===== config.mk =====
export PLATFORM = sky130hd
export DESIGN_NAME = tsb_bus_arbiter_flat
export DESIGN_NICKNAME = d
export VERILOG_FILES = /design/src/rtl/tsb_bus_arbiter_if.sv /design/src/rtl/tsb_bus_arbiter.sv /design/src/flat_wrapper.sv
export SDC_FILE = /design/constraint.sdc
export NUM_CORES = 1
export LEC_CHECK = 0
export ABC_AREA = 0
export CORE_MARGIN = 2
export CORE_UTILIZATION = 58
export CTS_BUF_LIST = sky130_fd_sc_hd__clkbuf_4
export DETAILED_ROUTE_END_ITERATION = 7
export GPL_ROUTABILITY_DRIVEN = 0
export HOLD_SLACK_MARGIN = 0.1
export PLACE_DENSITY = 0.95
export SKIP_CTS_REPAIR_TIMING = 1
export SYNTH_ARGS = -nofsm -noshare
export SYNTH_HDL_FRONTEND = slang
export SYNTH_SLANG_ARGS = --single-unit

===== constraint.sdc =====
create_clock -name clk -period 6.15 [get_ports clk]
set_input_delay 0.9225 -clock clk [delete_from_list [all_inputs] [get_ports clk]]
set_output_delay 0.9225 -clock clk [all_outputs]
set_load 0.02 [all_outputs]

===== src/rtl/tsb_bus_arbiter_if.sv =====
// Bus-side handshake for the tri-state bus arbiter: level requests in, one-hot
// writer enables, owner index and status pulses out.
interface tsb_bus_arbiter_if #(
    parameter int N       = 4,
    parameter int OWNER_W = 2
);
    logic [N-1:0]       io_req;
    logic [N-1:0]       io_grant;
    logic [OWNER_W-1:0] io_owner;
    logic               io_busy;
    logic               io_preempt;

    modport master (output io_req, input io_grant, io_owner, io_busy, io_preempt);
    modport slave  (input io_req, output io_grant, io_owner, io_busy, io_preempt);
endinterface


===== src/rtl/tsb_bus_arbiter.sv =====
// Round-robin owner sequencer for a shared tri-state bus: one writer enable at a
// time, dead cycles between owners, and a hold limit when others are waiting.
module tsb_bus_arbiter #(
    parameter int N        = 4,
    parameter int OWNER_W  = 2,
    parameter int MAX_HOLD = 8,
    parameter int TURN     = 1
) (
    input  logic              clk,
    input  logic              reset_n,
    tsb_bus_arbiter_if.slave  bus
);

    localparam int HOLD_W = (MAX_HOLD > 1) ? $clog2(MAX_HOLD) : 1;
    localparam int TURN_W = (TURN > 1) ? $clog2(TURN) : 1;

    localparam logic [HOLD_W-1:0]  HOLD_LAST = HOLD_W'(MAX_HOLD - 1);
    localparam logic [HOLD_W-1:0]  HOLD_ONE  = HOLD_W'(1);
    localparam logic [HOLD_W-1:0]  HOLD_ZERO = {HOLD_W{1'b0}};
    localparam logic [TURN_W-1:0]  TURN_LAST = TURN_W'(TURN - 1);
    localparam logic [TURN_W-1:0]  TURN_ONE  = TURN_W'(1);
    localparam logic [TURN_W-1:0]  TURN_ZERO = {TURN_W{1'b0}};
    localparam logic [N-1:0]       ONE_HOT0  = {{(N-1){1'b0}}, 1'b1};
    localparam logic [N-1:0]       NO_GRANT  = {N{1'b0}};
    localparam logic [OWNER_W-1:0] OWNER_RST = OWNER_W'(N - 1);

    typedef enum logic [1:0] {
        ST_IDLE  = 2'd0,
        ST_GRANT = 2'd1,
        ST_TURN  = 2'd2
    } state_e;

    state_e             state_r, state_next_s;
    logic [HOLD_W-1:0]  hold_cnt_r, hold_next_s;
    logic [TURN_W-1:0]  turn_cnt_r, turn_next_s;
    logic [N-1:0]       grant_r, grant_next_s;
    logic [OWNER_W-1:0] owner_r, owner_next_s;
    logic               busy_r, busy_next_s;
    logic               preempt_r, preempt_next_s;

    logic [OWNER_W-1:0] win_s;
    logic               any_req_s, owner_req_s, other_req_s, hold_sat_s, enter_grant_s;

    // First requester strictly after 'last', wrapping; 'last' itself is tried at the end.
    function automatic logic [OWNER_W-1:0] rr_pick(input logic [N-1:0] req,
                                                   input logic [OWNER_W-1:0] last);
        logic [OWNER_W-1:0] win;
        logic [OWNER_W-1:0] idx;
        logic               found;
        win   = last;
        found = 1'b0;
        for (int i = 1; i <= N; i++) begin
            idx = OWNER_W'((int'(last) + i) % N);
            if (!found && req[idx]) begin
                found = 1'b1;
                win   = idx;
            end
        end
        return win;
    endfunction

    assign win_s       = rr_pick(bus.io_req, owner_r);
    assign any_req_s   = |bus.io_req;
    assign owner_req_s = bus.io_req[owner_r];
    assign other_req_s = |(bus.io_req & ~(ONE_HOT0 << owner_r));
    assign hold_sat_s  = (hold_cnt_r == HOLD_LAST);

    // State and counter registers.
    always_ff @(posedge clk or negedge reset_n) begin
        if (!reset_n) begin
            state_r    <= ST_IDLE;
            hold_cnt_r <= HOLD_ZERO;
            turn_cnt_r <= TURN_ZERO;
        end else begin
            state_r    <= state_next_s;
            hold_cnt_r <= hold_next_s;
            turn_cnt_r <= turn_next_s;
        end
    end

    // Next-state and counter logic; voluntary release takes priority over the hold limit.
    always_comb begin
        state_next_s = state_r;
        hold_next_s  = hold_cnt_r;
        turn_next_s  = turn_cnt_r;
        case (state_r)
            ST_IDLE: begin
                if (any_req_s) begin
                    state_next_s = ST_GRANT;
                    hold_next_s  = HOLD_ZERO;
                end else begin
                    state_next_s = ST_IDLE;
                end
            end
            ST_GRANT: begin
                if (!owner_req_s || (hold_sat_s && other_req_s)) begin
                    state_next_s = ST_TURN;
                    turn_next_s  = TURN_ZERO;
                end else if (!hold_sat_s) begin
                    hold_next_s  = hold_cnt_r + HOLD_ONE;
                end else begin
                    hold_next_s  = hold_cnt_r;
                end
            end
            ST_TURN: begin
                if (turn_cnt_r == TURN_LAST) begin
                    turn_next_s = TURN_ZERO;
                    if (any_req_s) begin
                        state_next_s = ST_GRANT;
                        hold_next_s  = HOLD_ZERO;
                    end else begin
                        state_next_s = ST_IDLE;
                    end
                end else begin
                    turn_next_s = turn_cnt_r + TURN_ONE;
                end
            end
            default: begin
                state_next_s = ST_IDLE;
                hold_next_s  = HOLD_ZERO;
                turn_next_s  = TURN_ZERO;
            end
        endcase
    end

    // Next values of the registered outputs, derived from the state transition.
    always_comb begin
        enter_grant_s = (state_r != ST_GRANT) && (state_next_s == ST_GRANT);
        grant_next_s  = NO_GRANT;
        owner_next_s  = owner_r;
        if (enter_grant_s) begin
            grant_next_s = ONE_HOT0 << win_s;
            owner_next_s = win_s;
        end else if (state_next_s == ST_GRANT) begin
            grant_next_s = grant_r;
        end else begin
            grant_next_s = NO_GRANT;
        end
        busy_next_s = (state_next_s == ST_GRANT);
        // Leaving GRANT while the owner still requests can only be the hold limit.
        if ((state_r == ST_GRANT) && (state_next_s == ST_TURN) && owner_req_s) begin
            preempt_next_s = 1'b1;
        end else begin
            preempt_next_s = 1'b0;
        end
    end

    // Output registers; reset drops every writer enable without waiting for a clock.
    always_ff @(posedge clk or negedge reset_n) begin
        if (!reset_n) begin
            grant_r   <= NO_GRANT;
            owner_r   <= OWNER_RST;
            busy_r    <= 1'b0;
            preempt_r <= 1'b0;
        end else begin
            grant_r   <= grant_next_s;
            owner_r   <= owner_next_s;
            busy_r    <= busy_next_s;
            preempt_r <= preempt_next_s;
        end
    end

    assign bus.io_grant   = grant_r;
    assign bus.io_owner   = owner_r;
    assign bus.io_busy    = busy_r;
    assign bus.io_preempt = preempt_r;

endmodule


===== src/flat_wrapper.sv =====
// flat-port wrapper written by rule: the top's interface ports become plain ports
module tsb_bus_arbiter_flat 
#(
    parameter int N        = 4,
    parameter int OWNER_W  = 2,
    parameter int MAX_HOLD = 8,
    parameter int TURN     = 1
)
  (clk, reset_n, bus_io_req, bus_io_grant, bus_io_owner, bus_io_busy, bus_io_preempt);
  tsb_bus_arbiter_if #(.N(N), .OWNER_W(OWNER_W)) bus_i ();
  input  logic clk;
  input  logic reset_n;
  input wire logic [$bits(bus_i.io_req)-1:0] bus_io_req;
  output wire logic [$bits(bus_i.io_grant)-1:0] bus_io_grant;
  output wire logic [$bits(bus_i.io_owner)-1:0] bus_io_owner;
  output wire logic [$bits(bus_i.io_busy)-1:0] bus_io_busy;
  output wire logic [$bits(bus_i.io_preempt)-1:0] bus_io_preempt;
  assign bus_i.io_req = bus_io_req;
  assign bus_io_grant = bus_i.io_grant;
  assign bus_io_owner = bus_i.io_owner;
  assign bus_io_busy = bus_i.io_busy;
  assign bus_io_preempt = bus_i.io_preempt;
  tsb_bus_arbiter #(.N(N), .OWNER_W(OWNER_W), .MAX_HOLD(MAX_HOLD), .TURN(TURN)) u_core (.clk(clk), .reset_n(reset_n), .bus(bus_i));
endmodule

==> flow_metrics.env <==
export IMPL_fmax_mhz=380
export IMPL_whs_ps=504
export IMPL_cts_inserted_buffers=3
export IMPL_mostFrequentLayoutCell="clkdlybuf4s50_1"
export IMPL_synthCells=79
export IMPL_start_kind="flop"
export IMPL_clkSlewWorstSetupHoldPaths_ps=80
export IMPL_dieArea_um2=1760
export IMPL_antennaDiodeCount=0
export IMPL_path_max_fanout=14
export IMPL_ios=14
export IMPL_slew_headroom=0.605
export IMPL_syn_cell_area_um2=835
export IMPL_syn_mean_instance_area_um2=10.6
export IMPL_worstReg2RegEnd="u_core.bus.io_grant[0]$_DFFE_PN0P_"
export IMPL_yosys_warnings=0
export IMPL_synth_ff_type="dfrtp_1"
export IMPL_root_buffer="clkbuf_4"
export IMPL_worstHoldStart="u_core.bus.io_grant[3]$_DFFE_PN0P_"
export IMPL_port_buffer_count=13
export IMPL_fin_skew_ps=2.17
export IMPL_timing_rr_start="u_core.bus.io_owner[0]$_DFFE_PN1P_"
export IMPL_grt_setup_unrepaired="no"
export IMPL_synthToLayoutAreaGrowth_pct=20.1
export IMPL_yosysUniqueCellTypes=29
export IMPL_antenna_found_initial=0
export IMPL_fin_crit_sh=0.428
export IMPL_synth_seq_cells=13
export IMPL_grt_pass1_vias=707
export IMPL_wl_per_cell_um=16.1
export IMPL_worst_slew_pin_slew_ps=590
export IMPL_maxCapViolCount=0
export IMPL_slew_viol_final=0
export IMPL_start_util=0.633
export IMPL_setup_viol=0
export IMPL_setup_ws_ps=3520
export IMPL_die_y_um=41.9
export IMPL_worstPathRequired_ps=6360
export IMPL_final_cell_mix="13 x clkdlybuf4s50_1, 11 x inv_1, 11 x dfrtp_1"
export IMPL_hold_end="u_core.bus.io_grant[3]$_DFFE_PN0P_"
export IMPL_fin_util=0.761
export IMPL_cp_arrival_ps=2840
export IMPL_reg2regPathDepth=6
export IMPL_whs_path_depth=1
export IMPL_min_path_type="reg2reg"
export IMPL_syn_nets=91
export IMPL_grt_usage=0.247
export IMPL_cp_startpoint="u_core.bus.io_owner[0]$_DFFE_PN1P_"
export IMPL_cts_path_max_buffers=2
export IMPL_die_x_um=41.9
export IMPL_async_reset_ff_frac=1.00
export IMPL_fin_crit_ps=2630
export IMPL_core_um2=1320
export IMPL_peakVddDrop_mv=0.409
export IMPL_drive_above_1_share=0.158
export IMPL_finalPower_w=0.000530
export IMPL_hpwl_mm=1.32
export IMPL_grt_max_degree=15
export IMPL_rows=13
export IMPL_cts_sinks=13
export IMPL_num_vias=668
export IMPL_drtIter0Drc=39
export IMPL_cellLeakagePower_nw=0.445
export IMPL_drt_wl_total_mm=1.77
export IMPL_first_pass_iters=4
export IMPL_vias_per_cell=6.07
export IMPL_hold_violations=0
export IMPL_ant_nets=0
export IMPL_critPathKind="reg2reg"
export IMPL_grt_pass1_wl_mm=3.17
export IMPL_r2r_slack_ps=3520
export IMPL_status="completed"
export IMPL_synth_edf_count=0
export IMPL_fin_nets=108
export IMPL_power_density_nw_per_um2=528
export IMPL_end_kind="flop"
export IMPL_clk_latency_ps=280
export IMPL_grt_ovfl_total=0
export IMPL_pre_cts_slack_ps=3280
export IMPL_htreeDepth=1
export IMPL_synth_seq_area_share=0.393
export IMPL_cts_tree="yes"
export IMPL_drc=0
export IMPL_fin_tns_setup_ps=0
-- final cells by class --
type                    count  area [µm²]
clock buffers               4        30.0
fillers                    80         315
inverters                  11        41.3
multi-input cells          54         454
flip-flops and latches     13         328
well taps                  15        18.8
repair buffers             13         130
-- metal layers --
layer  global-route usage  up-vias  wire length, µm  share of wire
li1                     -      318                -              -
met4                0.116        0               30          0.017
met1                0.290      328              768           0.43
met3               0.0826        4               72          0.041
met2                0.406       18              900           0.51
met5                    0        -                0              0
-- worst max-delay path by stage --
stage                     slack (ps)                                  to  cells past startpoint
after CTS                       3520                     bus_io_owner[0]                      1
after detailed placement        3280  u_core.bus.io_grant[1]$_DFFE_PN0P_                      6
after global routing            3330  u_core.bus.io_grant[0]$_DFFE_PN0P_                      6
after floorplan                 3680  u_core.bus.io_grant[0]$_DFFE_PN0P_                      7
after global placement          3370  u_core.bus.io_grant[2]$_DFFE_PN0P_                      5
final                           3520  u_core.bus.io_grant[0]$_DFFE_PN0P_                      6
-- logic make-up after synthesis --
| logic type | share of synthesized area |
|---|---|
| buffers and inverters | 0.0630 |
| XOR/XNOR | 0.0105 |
| flip-flops | 0.393 |
| adder cells (fa/ha/maj) | 0.0900 |
| AND/OR/NAND/NOR | 0.102 |
| AO/OA/AOI/OAI | 0.169 |
| multiplexers | 0.172 |
-- worst max-delay path: stages, from the launching register on --
cell       delay [ps]
dfstp_2           740
inv_1             140
ha_1              400
mux4_2            580
a21oi_2           170
mux2_2            380
o2bb2ai_1         140
-- power breakdown --
group	internal [W]	switching, W
Clock	0.0000296	0.0000277
Sequential	0.000121	0.0000396
Combinational	0.000150	0.000161
Total	0.000301	0.000228
-- per-stage QoR --
stage                     cell area (µm²)  std cells
after floorplan                       835         79
after global placement                972        106
after detailed placement              972        106
after CTS                            1000        110
after global routing                 1000        110
final                                1000        110
-- state kept, by name, summed over array words and instances, names as in the netlist --
name / flops
u_core.bus.io_owner: 2
u_core.state_r: 2
u_core.hold_cnt_r: 3
u_core.bus.io_busy: 1
u_core.bus.io_preempt: 1
u_core.bus.io_grant: 4
-- Yosys cell counts (3+ instances only) --
| cell type | number | share of area |
|---|---|---|
| nand2_1 | 4 | 0.018 |
| a21oi_1 | 5 | 0.030 |
| nor2_1 | 3 | 0.013 |
| o21ai_1 | 3 | 0.018 |
| dfrtp_1 | 11 | 0.33 |
| mux4_2 | 4 | 0.11 |
| inv_1 | 11 | 0.049 |
| ha_1 | 6 | 0.090 |
| mux2_2 | 3 | 0.040 |
| o22ai_1 | 3 | 0.022 |
Note: power is estimated with default switching activity, not from simulation.
